**src/rtl/regbus_arb.sv**
```systemverilog
// Two-master round-robin arbiter/sequencer for the peripheral register bus.
// Latency: strobe+gnt one cycle after req is sampled; read return two cycles after the strobe.
// Backpressure: one command in flight; requests wait in IDLE, reads time out after TIMEOUT cycles.
module regbus_arb #(
   parameter int          TIMEOUT  = 15,
   parameter logic [31:0] ERR_DATA = 32'h0000_0000
) (
   input  logic        clk,
   input  logic        rstb,
   input  logic        m0_req,
   input  logic        m0_we,
   input  logic [3:0]  m0_be,
   input  logic [15:0] m0_addr,
   input  logic [31:0] m0_wdata,
   output logic        m0_gnt,
   output logic [31:0] m0_rdata,
   output logic        m0_rvalid,
   output logic        m0_rerr,
   input  logic        m1_req,
   input  logic        m1_we,
   input  logic [3:0]  m1_be,
   input  logic [15:0] m1_addr,
   input  logic [31:0] m1_wdata,
   output logic        m1_gnt,
   output logic [31:0] m1_rdata,
   output logic        m1_rvalid,
   output logic        m1_rerr,
   output logic        s_wr_en,
   output logic [3:0]  s_be,
   output logic [15:0] s_wr_addr,
   output logic [31:0] s_wdata,
   output logic        s_rd_en,
   output logic [15:0] s_rd_addr,
   input  logic [31:0] s_rdata,
   input  logic        s_rd_rdy
);

   localparam logic [1:0] S_IDLE  = 2'd0;
   localparam logic [1:0] S_CMD   = 2'd1;
   localparam logic [1:0] S_RWAIT = 2'd2;

   // Timeout fires once the incremented wait count would reach TIMEOUT-1.
   localparam logic [8:0] TO_LAST = 9'(TIMEOUT - 1);

   logic [1:0]  state;
   logic        last_gnt;
   logic        owner;
   logic [7:0]  cnt;

   logic        sel;
   logic        sel_we;
   logic [3:0]  sel_be;
   logic [15:0] sel_addr;
   logic [31:0] sel_wdata;
   logic        cnt_done;

   // Pick the winning master and mux its command fields; contention goes to the master not granted last.
   always_comb begin
      sel       = m1_req && (!m0_req || !last_gnt);
      sel_we    = sel ? m1_we    : m0_we;
      sel_be    = sel ? m1_be    : m0_be;
      sel_addr  = sel ? m1_addr  : m0_addr;
      sel_wdata = sel ? m1_wdata : m0_wdata;
      cnt_done  = ({1'b0, cnt} + 9'd1) >= TO_LAST;
   end

   // Sequencer: issue one command, then wait for read data or time out; pulses default low each cycle.
   always_ff @(posedge clk or negedge rstb) begin
      if (!rstb) begin
         state     <= S_IDLE;
         last_gnt  <= 1'b1;
         owner     <= 1'b0;
         cnt       <= 8'd0;
         m0_gnt    <= 1'b0;
         m1_gnt    <= 1'b0;
         m0_rdata  <= 32'd0;
         m1_rdata  <= 32'd0;
         m0_rvalid <= 1'b0;
         m1_rvalid <= 1'b0;
         m0_rerr   <= 1'b0;
         m1_rerr   <= 1'b0;
         s_wr_en   <= 1'b0;
         s_be      <= 4'd0;
         s_wr_addr <= 16'd0;
         s_wdata   <= 32'd0;
         s_rd_en   <= 1'b0;
         s_rd_addr <= 16'd0;
      end else begin
         m0_gnt    <= 1'b0;
         m1_gnt    <= 1'b0;
         m0_rvalid <= 1'b0;
         m1_rvalid <= 1'b0;
         m0_rerr   <= 1'b0;
         m1_rerr   <= 1'b0;
         s_wr_en   <= 1'b0;
         s_rd_en   <= 1'b0;
         case (state)
            S_IDLE: begin
               if (m0_req || m1_req) begin
                  if (sel_we) begin
                     s_wr_en   <= 1'b1;
                     s_be      <= sel_be;
                     s_wr_addr <= sel_addr;
                     s_wdata   <= sel_wdata;
                  end else begin
                     s_rd_en   <= 1'b1;
                     s_rd_addr <= sel_addr;
                  end
                  m0_gnt   <= !sel;
                  m1_gnt   <= sel;
                  last_gnt <= sel;
                  owner    <= sel;
                  state    <= S_CMD;
               end
            end
            S_CMD: begin
               // The read strobe is still high here, so it tells us which way to go.
               if (s_rd_en) begin
                  cnt   <= 8'd0;
                  state <= S_RWAIT;
               end else begin
                  state <= S_IDLE;
               end
            end
            S_RWAIT: begin
               if (s_rd_rdy || cnt_done) begin
                  if (owner) begin
                     m1_rdata  <= s_rd_rdy ? s_rdata : ERR_DATA;
                     m1_rvalid <= 1'b1;
                     m1_rerr   <= !s_rd_rdy;
                  end else begin
                     m0_rdata  <= s_rd_rdy ? s_rdata : ERR_DATA;
                     m0_rvalid <= 1'b1;
                     m0_rerr   <= !s_rd_rdy;
                  end
                  state <= S_IDLE;
               end else begin
                  cnt <= cnt + 8'd1;
               end
            end
            default: state <= S_IDLE;
         endcase
      end
   end

endmodule

```
**config.mk**
```make
export PLATFORM = sky130hd
export DESIGN_NAME = regbus_arb
export DESIGN_NICKNAME = d
export VERILOG_FILES = /design/src/rtl/regbus_arb.sv
export SDC_FILE = /design/constraint.sdc
export NUM_CORES = 1
export LEC_CHECK = 0
export BUFFER_PORTS_ARGS = -buffer_cell sky130_fd_sc_hd__buf_2
export CORE_MARGIN = 2
export CORE_UTILIZATION = 49
export CTS_BUF_LIST = sky130_fd_sc_hd__clkbuf_4 sky130_fd_sc_hd__clkbuf_8
export CTS_CLUSTER_SIZE = 12
export DETAILED_ROUTE_END_ITERATION = 10
export GPL_TIMING_DRIVEN = 0
export PLACE_DENSITY = 0.82
export SLEW_MARGIN = 15
export SYNTH_ARGS = -nofsm -noshare
export SYNTH_HDL_FRONTEND = slang
export SYNTH_SLANG_ARGS = --single-unit
```
**constraint.sdc**
```tcl
create_clock -name clk -period 3 [get_ports clk]
set_input_delay 0.6 -clock clk [delete_from_list [all_inputs] [get_ports clk]]
set_output_delay 0.6 -clock clk [all_outputs]
set_load 0.02 [all_outputs]
```
-- After elaboration in Yosys (flattened, before gate mapping)
Index checks and enable logic that the tools add are counted.
- add/sub/neg operators: 2
- magnitude comparators: 1
- equal/unequal tests: 6
- muxes and demuxes: 34
- bitwise logic cells: 2
- reductions and logical operators: 17
- operators by type and width (operator ; number):
    two-way mux 32 bit ; 2
    two-way mux 1 bit ; 23
    two-way mux 16 bit ; 1
    two-way mux 8 bit ; 2
    one-hot mux 8 bit (2 select lines) ; 1
    AND reduction 3 bit ; 5
    adder 8 x 1 -> 9 bit (second input constant) ; 1
    greater-or-equal comparator 9 x 4 -> 1 bit (second input constant) ; 1
    adder 8 x 1 -> 8 bit (second input constant) ; 1
    != test 2 bit (second input constant) ; 4
    two-way mux 2 bit ; 3
    one-hot mux 2 bit (3 select lines) ; 1
    logical NOT 1 bit ; 4
    two-way mux 4 bit ; 1
    AND reduction 2 bit ; 2
    logical OR 1 bit ; 3
    equality test 2 x 1 -> 1 bit (second input constant) ; 1
    equality test 2 bit (second input constant) ; 1
    logical NOT 2 bit ; 1
    NOT 1 bit ; 2
    nonzero test 2 bit ; 1
    logical AND 1 bit ; 1
- register bits: 152
- input bits: 143
- output and inout port bits: 140
- word-level logic and storage cells: 80

-- Longest topological paths before layout
- depth in word-level cells: 7
- mapped depth: 9
- depth with buffers taken out: 7

-- Worst setup path after synthesis
No wires, ideal clock.
- path kind: reg2reg
- start point: reg cnt[0]
- end point: reg m0_rdata[0]
- setup time: 0.128 ns
- arrival: 2.259 ns
- required time: 2.872 ns
- path slack: 0.613 ns
- stages on the path, launching flop included: 9
- buffers on the path: 2
- clock period less this slack: 2.387 ns
- path through: dfrtp_1 ha_1 nor2b_1 o311ai_2 a32oi_2 or3_1 buf_4 buf_6 mux2_1
- cells in the longest elaborated chain, start to end: 4
- RTL lines (what ; line ; RTL):
    start, declared ; 48 ; logic [7:0] cnt;
    start signal, assigned ; 138 ; cnt <= cnt + 8'd1;
    adder 8 x 1 -> 9 bit ; 64 ; cnt_done = ({1'b0, cnt} + 9'd1) >= TO_LAST;
    greater-or-equal comparator 9 x 4 -> 1 bit ; 64 ;
    logical OR 1 bit ; 126 ; if (s_rd_rdy || cnt_done) begin
    AND reduction 3 bit (no source line) ; -- ;
    end signal, assigned ; 132 ; m0_rdata <= s_rd_rdy ? s_rdata : ERR_DATA;
    end, declared ; 16 ; output logic [31:0] m0_rdata,
Every way passes these cells.
A chain may end at the register's enable or synchronous reset.

-- Worst setup path in the final report
- start point: reg cnt[0]
- end point: reg m1_rdata[11]
- cells in the longest elaborated chain, start to end: 4
- RTL lines (what ; line ; RTL):
    adder 8 x 1 -> 9 bit ; 64 ;
    greater-or-equal comparator 9 x 4 -> 1 bit ; 64 ;
    logical OR 1 bit ; 126 ;
    AND reduction 3 bit (no source line) ; -- ;
    end signal, assigned ; 128 ; m1_rdata <= s_rd_rdy ? s_rdata : ERR_DATA;
    end, declared ; 25 ; output logic [31:0] m1_rdata,
Every way passes these cells.

==> impl_results.md <==
- Outcome: finished clean
- CTS resizes: 0
- Maximum clock frequency: 0.362 GHz
- Type of the worst min-delay path: in2async
- GPL Wtd Cong: 0.759
- Pwr/cell area: 1020 mW/mm^2
- Root Buffer: clkbuf_8
- Clock Skew: 0.0141 ns
- Placed wire-length estimate: 12700 um
- First-pass GRT wire length: 26200 um
- Antenna violations before repair: 0
- Synth Cell Area: 0.00641 mm^2
- Required time of the critical path: 3.33 ns
- Register area share after synthesis: 59.3%
- Worst-Skew Late Latency: 0.44 ns
- Number of remaining DRC errors: 0
- I/O Pins: 283
- Top FF cell, synth: dfrtp_1
- # clock sinks: 152
- Initial core utilization: 50.4%
- Fill count: 997
- Syn Area/Cell: 12.1 um^2
- WL per Instance: 16.2 um
- PortBufs: 282
- # H-tree levels: 4
- Postcts setup bufs: 0
- Mapped Cells: 532
- Post-synth top area share: 58.9%
- Yosys warnings: 0
- Commonest non-fill, non-tap cell in the layout: buf_2
- Area grow syn2layout: 32.3%
- #FFs+latches synth: 152
- Fraction of layout cells with a size suffix above 1: 45.1%
- XOR/XNOR Fraction of Synth Area: 0.273%
- Final Cycle Share: 92.1%
- Vias in the first global route: 5249
- Syn Nets: 677
- GR Util All Layers: 24.1%
- Die footprint: 0.0140 mm^2
- Compound-Gate Fraction of Synth Area: 6.93%
- Slew HR: 50.9%
- Leakage: 4.39 nW
- Vias per std cell: 5.03
- Unique masters post-synth: 35
- Die Y: 118 um
- Simple-gate share of the synthesized area: 10.1%
- Unrepaired setup endpoints after global routing: no
- Worst VDD drop: 0.404 mV
- Worst Max-Slew Pin Slew: 0.737 ns
- Gr ovfl total: 0
- Minimum clock period: 2.76 ns
- EDFF count, synth: 0
- Worst-path clk slew: 0.08 ns
- Post-synth top area cell: dfrtp_1
- Post-DRT Antenna Nets: 0
- Crit path arrival time: 3.09 ns
- Ant diodes: 0
- Drt pass-1 iters: 4
- Main combinational cell family by area after synthesis: multiplexers
- Area post-placement: 0.00808 mm^2
- 1st-iter DRT viols: 294
- Largest net degree at the start of global routing: 89
- Hold Fails Final Rpt: 0
- Final nets: 979
- Core ar.: 0.0127 mm^2
- CTS Buf Count: 17
- Max-cap violations: 0
- Final count of pins violating max slew: 0
- Synth async-reset ratio: 100%
- Final wirelength: 16500 um
- Critical path launch point type: flip-flop
- Setup TNS Final: 0 ns
- Worst setup EP type: flip-flop
- Hold buffers post-CTS: 0
- Final setup violation count: 0
- Core Rows: 41
- Vias: 5112
- Die Wd: 118 um
- Clock buffer depth: 2
- CTS tree: done
- Final Cell Area: 0.00848 mm^2
- Synthesized-area fraction occupied by adder cells: 0.390%
- Multiplexer area fraction after synthesis: 20.1%
- Reg2reg setup slack: 0.24 ns
- Kind of critical path: reg2reg
- Top post-synthesis cells by area: dfrtp_1 59%, mux2_2 9.7%, mux2i_1 8.9%, a21oi_1 4.3%, and2_1 3.5%
- Crit path max fanout: 10
- Commonest non-fill, non-tap cells in the layout: 285 x buf_2, 151 x dfrtp_1, 59 x nor2_1
[sequential cells by signal, indices dropped and copies added (netlist names)]
| name | cells |
|---|---|
| m0_rdata | 32 |
| m0_rvalid | 1 |
| s_be | 4 |
| m1_gnt | 1 |
| state | 2 |
| owner | 1 |
| s_wr_addr | 16 |
| s_rd_addr | 16 |
| m0_gnt | 1 |
| m1_rerr | 1 |
| s_wr_en | 1 |
| m0_rerr | 1 |
| s_wdata | 32 |
| m1_rdata | 32 |
| cnt | 8 |
| m1_rvalid | 1 |
| s_rd_en | 1 |
| last_gnt | 1 |
[per-stage QoR]
step	hold slack (ns)	cells	utilization [%]	setup WS [ns]	power (W)
floorplan	0.304	532	-	0.613	0.00563
global placement	0.457	986	63.2	-0.812	0.00696
detailed placement	0.466	987	63.5	0.162	0.00708
CTS	0.0801	1016	66.7	0.227	0.00869
global route	0.0954	1016	66.7	0.113	0.00914
finish	0.0945	1016	66.7	0.238	0.00861
[synthesized netlist by cell type (4+ instances only)]
cell,number
inv_1,6
o21ai_0,18
and2_1,36
mux2_2,55
a21oi_1,55
dfrtp_1,151
nor2_1,59
buf_2,4
mux2_1,9
nand2_1,24
clkbuf_1,20
mux2i_1,57
[final timing paths]
| kind | startpoint | depth (start not counted) | to |
|---|---|---|---|
| max | cnt[0] | 7 | m1_rdata[11] |
| min | rstb | 1 | m1_rdata[26] |
| max reg2reg | cnt[0] | 7 | m1_rdata[11] |
| min reg2reg | s_rd_addr[4] | 2 | s_rd_addr[4] |
| max in group asynchronous | rstb | 2 | s_wr_addr[11] |
| min in group clk | m0_wdata[11] | 3 | s_wdata[11] |
[layout make-up]
class | count | area [um^2] | share of cell area (%)
clock inverters | 8 | 121 | 1.43
plain buffers | 32 | 155 | 1.83
well taps | 172 | 215 | 2.54
flip-flops and latches | 152 | 3800 | 44.9
clock buffers | 21 | 283 | 3.33
repair buffers | 283 | 1450 | 17.1
inverters | 6 | 22.5 | 0.266
multi-input cells | 342 | 2430 | 28.6
[worst max-delay path: stages, from the launching register on]
cell	delay, ns
dfrtp_1	0.47
ha_1	0.33
nor2b_1	0.15
o311ai_2	0.25
a32oi_2	0.25
nor2_1	0.46
buf_2	0.36
mux2_2	0.38
[power breakdown]
part | switching, W | internal [W] | total, W
clock network | 0.000707 | 0.000883 | 0.00159
logic | 0.00231 | 0.00132 | 0.00363
registers | 0.000469 | 0.00292 | 0.00339
total | 0.00349 | 0.00512 | 0.00861
[layer usage]
layer	part of all wire [%]	vias up	GRT usage, %	routed length (um)
li1	-	2427	-	-
met1	39	2448	27.5	6370
met2	52	218	43.7	8630
met3	7.2	19	6.42	1180
met4	1.6	0	8.18	263
met5	0	-	0	0
[cells by family after synthesis]
group	after synthesis
AO/OA/AOI/OAI	81
buffers and inverters	38
multiplexers	121
AND/OR/NAND/NOR	136
adder cells (fa/ha/maj)	2
XOR/XNOR	2
flip-flops	152
No activity file was read; power rests on OpenSTA's default activity.
